<file path="src/rtl/mips_mem_access_unit.sv">
// mips_mem_access_unit
// CPU-side initiator for a byte-enabled RAM with synchronous read. It takes one
// load/store at a time and drives the word-aligned memory request. For loads it
// captures the registered read data, then formats it. It returns a one-cycle
// response pulse. Byte order is big-endian: byte offset k sits on lane 3-k.
// Optional build macro: MEM_UNALIGNED_LR_EN adds LWL/LWR. Without the macro,
// ops 5 and 6 are rejected as illegal.
module mips_mem_access_unit #(
   parameter logic [31:0] RESET_VECTOR_BASE = 32'hBFC00000
) (
   input  logic        clk,
   input  logic        reset,
   input  logic        req_valid,
   output logic        req_ready,
   input  logic [3:0]  req_op,
   input  logic [31:0] req_addr,
   input  logic [31:0] req_wdata,
   input  logic [31:0] req_rt_old,
   output logic        resp_valid,
   output logic [31:0] resp_data,
   output logic        resp_err,
   output logic        stall,
   output logic [31:0] mem_address,
   output logic        mem_read,
   output logic        mem_write,
   output logic [3:0]  mem_byteenable,
   output logic [31:0] mem_writedata,
   input  logic [31:0] mem_readdata,
   input  logic        mem_waitrequest
);

   localparam logic [3:0] OP_LB  = 4'd0;
   localparam logic [3:0] OP_LBU = 4'd1;
   localparam logic [3:0] OP_LH  = 4'd2;
   localparam logic [3:0] OP_LHU = 4'd3;
   localparam logic [3:0] OP_LW  = 4'd4;
`ifdef MEM_UNALIGNED_LR_EN
   localparam logic [3:0] OP_LWL = 4'd5;
   localparam logic [3:0] OP_LWR = 4'd6;
`endif
   localparam logic [3:0] OP_SB  = 4'd8;
   localparam logic [3:0] OP_SH  = 4'd9;
   localparam logic [3:0] OP_SW  = 4'd10;

   typedef enum logic [1:0] {
      IDLE    = 2'd0,
      REQ     = 2'd1,
      CAPTURE = 2'd2,
      RESP    = 2'd3
   } state_t;

   state_t      state, state_next;

   logic [3:0]  op_q;
   logic [1:0]  k_q;
   logic [31:0] rt_q;
   logic        is_load_q;

   logic        op_legal;
   logic        misaligned;
   logic        accept_err;
   logic [31:0] wdata_rep;
   logic [3:0]  store_be;
   logic [4:0]  sh_up;
   logic [4:0]  sh_dn;
   logic [31:0] word_dn;
   logic [15:0] half_sel;
   logic [31:0] load_result;

   // Stores are ops 8..10 and loads are ops 0..6, so bit 3 separates them.
   assign is_load_q = ~op_q[3];

   // Bits that are only consumed in some build configurations.
   logic unused_ok;
   assign unused_ok = ^{RESET_VECTOR_BASE, rt_q, sh_up, word_dn};

   // Decode the incoming request: check op legality and alignment.
   always_comb begin
      // NOTE: default every comb output first so no path can infer a latch.
      op_legal   = 1'b0;
      misaligned = 1'b0;
      case (req_op)
         OP_LB, OP_LBU, OP_SB: op_legal = 1'b1;
         OP_LH, OP_LHU, OP_SH: begin
            op_legal   = 1'b1;
            misaligned = req_addr[0];
         end
         OP_LW, OP_SW: begin
            op_legal   = 1'b1;
            misaligned = |req_addr[1:0];
         end
`ifdef MEM_UNALIGNED_LR_EN
         OP_LWL, OP_LWR: op_legal = 1'b1;
`endif
         default: ;
      endcase
      accept_err = !op_legal || misaligned;
   end

   // Replicate store data across the lanes so any byteenable pattern finds its byte.
   always_comb begin
      case (req_op)
         OP_SB:   wdata_rep = {4{req_wdata[7:0]}};
         OP_SH:   wdata_rep = {2{req_wdata[15:0]}};
         default: wdata_rep = req_wdata;
      endcase
   end

   // Lane enables for the latched store; offset k selects lane 3-k.
   always_comb begin
      case (op_q)
         OP_SB:   store_be = 4'b1000 >> k_q;
         OP_SH:   store_be = k_q[1] ? 4'b0011 : 4'b1100;
         default: store_be = 4'b1111;
      endcase
   end

   // Format the read word by extracting, extending or merging it according to the latched op.
   always_comb begin
      sh_up    = {k_q, 3'b000};
      sh_dn    = {~k_q, 3'b000};
      word_dn  = mem_readdata >> sh_dn;
      half_sel = k_q[1] ? mem_readdata[15:0] : mem_readdata[31:16];
      case (op_q)
         OP_LB:   load_result = {{24{word_dn[7]}}, word_dn[7:0]};
         OP_LBU:  load_result = {24'h0, word_dn[7:0]};
         OP_LH:   load_result = {{16{half_sel[15]}}, half_sel};
         OP_LHU:  load_result = {16'h0, half_sel};
`ifdef MEM_UNALIGNED_LR_EN
         OP_LWL:  load_result = (mem_readdata << sh_up) | (rt_q & ~(32'hFFFFFFFF << sh_up));
         OP_LWR:  load_result = word_dn | (rt_q & ~(32'hFFFFFFFF >> sh_dn));
`endif
         default: load_result = mem_readdata;
      endcase
   end

   // State register.
   always_ff @(posedge clk) begin
      // NOTE: sequential state uses non-blocking assignments so every flop samples pre-edge values.
      if (reset) state <= IDLE;
      else       state <= state_next;
   end

   // Next-state logic.
   always_comb begin
      state_next = state;
      case (state)
         IDLE:    if (req_valid) state_next = accept_err ? RESP : REQ;
         REQ:     if (!mem_waitrequest) state_next = is_load_q ? CAPTURE : RESP;
         CAPTURE: state_next = RESP;
         RESP:    state_next = IDLE;
         default: state_next = IDLE;
      endcase
   end

   // Outputs decoded from the state; the strobes exist only in REQ.
   always_comb begin
      req_ready      = (state == IDLE) && !reset;
      stall          = (state != IDLE);
      resp_valid     = (state == RESP);
      mem_read       = (state == REQ) && is_load_q;
      mem_write      = (state == REQ) && !is_load_q;
      mem_byteenable = 4'b0000;
      if (state == REQ) mem_byteenable = is_load_q ? 4'b1111 : store_be;
   end

   // Request latch and response registers.
   always_ff @(posedge clk) begin
      if (reset) begin
         op_q          <= 4'd0;
         k_q           <= 2'd0;
         rt_q          <= 32'd0;
         mem_address   <= 32'd0;
         mem_writedata <= 32'd0;
         resp_data     <= 32'd0;
         resp_err      <= 1'b0;
      end else begin
         case (state)
            IDLE: if (req_valid) begin
               op_q          <= req_op;
               k_q           <= req_addr[1:0];
               rt_q          <= req_rt_old;
               mem_address   <= {req_addr[31:2], 2'b00};
               mem_writedata <= wdata_rep;
               resp_data     <= 32'd0;
               resp_err      <= accept_err;
            end
            CAPTURE: resp_data <= load_result;
            default: ;
         endcase
      end
   end

endmodule

</file>
<file path="config.mk">
export PLATFORM = sky130hd
export DESIGN_NAME = mips_mem_access_unit
export DESIGN_NICKNAME = d
export VERILOG_FILES = /design/src/rtl/mips_mem_access_unit.sv
export SDC_FILE = /design/constraint.sdc
export NUM_CORES = 1
export LEC_CHECK = 0
export ABC_CLOCK_PERIOD_IN_PS = 4700
export CORE_UTILIZATION = 35
export CTS_CLUSTER_SIZE = 10
export DETAILED_ROUTE_END_ITERATION = 10
export GPL_TIMING_DRIVEN = 0
export HOLD_SLACK_MARGIN = 0.12
export PLACE_DENSITY = 0.72
export SETUP_SLACK_MARGIN = 0.5
export SLEW_MARGIN = 20
export SYNTH_ARGS = -nofsm -noshare
export SYNTH_HDL_FRONTEND = slang
export SYNTH_SLANG_ARGS = --single-unit
</file>
<file path="constraint.sdc">
create_clock -name clk -period 4.7 [get_ports clk]
set_input_delay 0.47 -clock clk [delete_from_list [all_inputs] [get_ports clk]]
set_output_delay 0.47 -clock clk [all_outputs]
set_load 0.03 [all_outputs]
</file>
# Word level (Yosys, flattened, before mapping)
# Index checks and enable logic that the tools add are counted.
# totals
output_inout_bits,106
register_bits,103
# op_classes
eq_ne,17
bitwise_logic,2
mux,16
n_reduce_logical,18
n_shift,2
# op_table
op,count
32-bit case mux with 2 select lines,2
32-bit case mux with 4 select lines,1
32-bit 2-to-1 mux,1
32-bit by 5-bit right shift with 8-bit output,1
4-bit equality test (second input constant),5
4-bit by 2-bit equality test with 1-bit output (second input constant),4
16-bit 2-to-1 mux,1
4-bit 2-to-1 mux,3
4-bit by 1-bit equality test with 1-bit output (second input constant),2
4-bit zero test,2
2-bit case mux with 4 select lines,1
4-bit case mux with 2 select lines,1
8-bit OR reduction,1
2-bit 2-to-1 mux,3
2-bit AND reduction,3
2-bit equality test (second input constant),2
4-bit by 3-bit equality test with 1-bit output (second input constant),1
2-bit != test (second input constant),2
2-bit nonzero test,2
2-bit OR reduction,2
4-bit by 2-bit right shift with 4-bit output (first input constant),1
1-bit logical AND,3
3-bit OR reduction,1
2-bit by 1-bit equality test with 1-bit output (second input constant),1
other kinds (7),9

# Logic depth before layout (Yosys ltp)
# logic_depth
depth_word,8
ltp_mapped,8

# Least setup slack after synthesis
# Ideal clock, no wire load.
# synth_path
path_kind,reg-to-output
startpoint,register k_q[1]
endpoint,output port mem_byteenable[0]
slack_ps,2545
path_buffers,2
path_stages_with_launch,5
arrival_time_ps,1685
cell_sequence,dfxtp_1 -> buf_2 -> clkbuf_1 -> o21ai_0 -> a21boi_0
# synth_via
elab_chain_len,4
word_cells_on_any_way,5
# synth_lines
item,line,source
from (decl),55,logic [1:0] k_q;
from (signal assigned),181,k_q <= req_addr[1:0];
4-bit by 2-bit right shift with 4-bit output or 4-bit 2-to-1 mux (tied branches),"112, 113",
4-bit case mux with 2 select lines *,111,case (op_q)
4-bit 2-to-1 mux * (2 in a row),164,if (state == REQ) mem_byteenable = is_load_q ? 4'b1111 : store_be;
to (decl),26,"output logic [3:0] mem_byteenable,"
# Mark *: on every way between the ends. The rest lies on a longest branch, timed or not.

# Worst setup path in the final report
# layout_path
startpoint,input port reset
endpoint,output port req_ready
# layout_via
elab_chain_len,2
# layout_lines
item,line,source
from (decl),12,"input logic reset,"
1-bit zero test,158,req_ready = (state == IDLE) && !reset;
1-bit logical AND,158,
to (decl),14,"output logic req_ready,"
# No other way between the ends.

==> results.py <==
metrics = {
    "run": {
        "drv_cap": 0,
    },
    "synthesis": {
        "synth_ff_type": "dfxtp_1",
        "synth_mux_area_frac": 0.0718,
        "synthAdderAreaFrac": 0.0108,
        "ys_seq_elements": 103,
        "yosys.cell_types.count": 41,
        "synth-seq-area-share": 0.445,
        "yosys.area_share.simple": 0.181,
        "synthXorXnorAreaFrac": 0,
        "ys_warn_count": 0,
        "synth_edf_count": 0,
        "syn_area_per_cell_um2": 8.40,
        "syn_inst": 552,
        "synth-async-reset-ratio": 0,
        "synth_top_family_by_area": "compound AO/OA/AOI/OAI gates",
        "netlist_area_um2": 4630,
        "synth_compound_area_frac": 0.244,
    },
    "worst_setup_path": {
        "worstSetupStartpointType": "primary input",
        "cp.arrival_ns": 2.55,
        "crit_required_ns": 4.23,
        "critPathMaxFanout": 10,
        "path_class": "in2out",
        "critPathCaptureType": "primary output",
    },
    "floorplanning": {
        "die_area_um2": 13700,
        "core_um2": 12800,
        "num_io_pins": 242,
        "die_h_um": 117,
        "initial_core_util": 0.363,
        "die_w_um": 117,
        "rows": 41,
    },
    "global_routing": {
        "grt.total_usage": 0.226,
        "grt_max_degree": 16,
        "grt_pass1_wl_um": 23400,
        "overflow": 0,
        "grt_pass1_vias": 4693,
        "antenna_found_initial": 1,
    },
    "sta": {
        "final.period_utilization": 0.642,
        "rsz0062_at_grt": "no",
        "worst_pin_slew_ns": 0.672,
        "skew_ns": 0.00803,
        "final_max_slew_viol_count": 0,
        "setup_violations": 0,
        "maxSlewHeadroom": 0.552,
        "fmax_mhz": 332,
        "setup_tns_ns": 0,
        "period_minus_slack_ns": 3.02,
        "final-hold-violation-count": 0,
    },
    "clocking": {
        "path_clk_slew_ns": 0.07,
        "cts-htree-levels": 3,
        "cts_root_buf": "clkbuf_16",
        "clock_path_buffers": 2,
        "postCtsSetupBuffers": 0,
        "cts.sinks": 103,
        "cts-resized-gates": 0,
        "tritoncts": "yes",
        "cts-buffers-inserted": 9,
        "clock_latency_ns": 0.35,
        "cts_hold_buf": 0,
    },
    "drt": {
        "viasPerCell": 5.09,
        "finalWirelength_um": 15300,
        "drc_errors": 0,
        "drtAntennaViolNets": 0,
        "first_pass_iters": 5,
        "drt-initial-drc-count": 200,
        "vias": 4818,
        "post_drt_wl_per_cell_um": 16.2,
    },
    "layout": {
        "final_cells": 947,
        "layout_commonest_cell": "clkdlybuf4s50_1",
        "area_growth_pct": 55.2,
        "drive_gt1_frac": 0.0452,
        "final_cell_mix": "207 x clkdlybuf4s50_1, 124 x nand2_1, 103 x dfxtp_1",
        "fillers": 1142,
        "antenna_cells": 0,
        "fin_nets": 911,
    },
    "power": {
        "finalPower_mw": 3.62,
        "cellLeakagePower_nw": 2.59,
        "peakVddDrop_v": 0.000202,
        "powerDensity_nw_per_um2": 503,
    },
    "placement": {
        "gp_congestion": 0.873,
        "dp_hpwl_um": 12000,
        "dp.cells": 932,
        "port_buffers": 207,
    },
    "hold_path": {
        "hold_class": "reg2reg",
    },
    "outcome": {
        "status": "complete, no violations",
    },
}
-- cells in the mapped netlist, types with 2 or more instances --
cell type,count,share of area
o211ai_1,9,0.015
and2_1,4,0.0054
o21ai_0,36,0.039
buf_4,4,0.0065
o211a_1,7,0.015
nand3_1,3,0.0032
mux2i_1,31,0.067
clkbuf_1,27,0.022
a211o_1,7,0.013
nor2_1,23,0.019
ha_1,4,0.011
nor3_1,3,0.0032
mux2_2,2,0.0049
o21a_1,9,0.015
a22o_1,17,0.032
nand2b_1,16,0.022
a21oi_1,62,0.067
nand3b_1,7,0.011
buf_2,9,0.0097
a211oi_1,18,0.029
dfxtp_1,103,0.44
nand2_1,124,0.10
buf_1,2,0.0016
a21boi_0,2,0.0032
nor2b_1,3,0.0041
inv_1,5,0.0041
-- cells by family after synthesis --
| family | count (synthesis) |
|---|---|
| simple gates | 189 |
| compound gates | 173 |
| flops | 103 |
| buf+inv | 49 |
| mux | 33 |
| fa+ha+maj | 4 |
| other cells | 1 |
-- cell type report --
| type | instances | area, um^2 | share of cell area |
|---|---|---|---|
| multi-input cells | 401 | 2360 | 0.328 |
| plain buffers | 43 | 195 | 0.0271 |
| inverters | 6 | 22.5 | 0.00313 |
| repair buffers | 207 | 2070 | 0.288 |
| flip-flops and latches | 103 | 2060 | 0.287 |
| clock buffers | 12 | 246 | 0.0343 |
| clock inverters | 3 | 20.0 | 0.00278 |
| well taps | 172 | 215 | 0.0299 |
-- flip-flops by register name (all words and copies together), names as in the netlist --
register / count
state: 2
mem_writedata: 32
resp_err: 1
k_q: 2
mem_address: 30
op_q: 4
resp_data: 32
-- power breakdown --
group | internal (mW) | total [mW] | leakage [nW] | switching (mW)
logic | 0.700 | 1.76 | 1.63 | 1.06
clock network | 0.371 | 0.695 | 0.125 | 0.324
registers | 1.06 | 1.17 | 0.843 | 0.107
-- worst max-delay path: stages --
cell and delay, ns:
clkdlybuf4s50_1 0.49, clkbuf_1 0.48, clkbuf_1 0.40, nor2_1 0.08, clkdlybuf4s50_1 0.61
-- through the flow --
step           utilization  hold WS [ns]  instance area [um^2]  setup WS [ns]
6_report             0.563         0.456                  7190           1.68
5_1_grt              0.563         0.475                  7190           1.55
4_1_cts              0.563         0.459                  7190           1.67
3_5_place_dp         0.542         0.442                  6930           1.68
3_3_place_gp         0.542         0.436                  6930           1.70
2_1_floorplan            -         0.457                  4640           2.54
-- worst paths after layout --
path | slack (ns) | cells past startpoint | startpoint | end
max | 1.68 | 5 | reset | req_ready
min | 0.46 | 2 | resp_data[5] | resp_data[5]
max reg2reg | 2.45 | 7 | state[0] | resp_data[7]
min reg2reg | 0.46 | 2 | resp_data[5] | resp_data[5]
-- metal layers --
layer | GRT usage | vias up | part of all wire
met4 | 0.132 | 2 | 0.033
met5 | 0 | - | 0.00085
met2 | 0.379 | 214 | 0.47
met3 | 0.0726 | 36 | 0.094
met1 | 0.253 | 2209 | 0.40
li1 | - | 2357 | -
No activity file was read; power rests on OpenSTA's default activity.
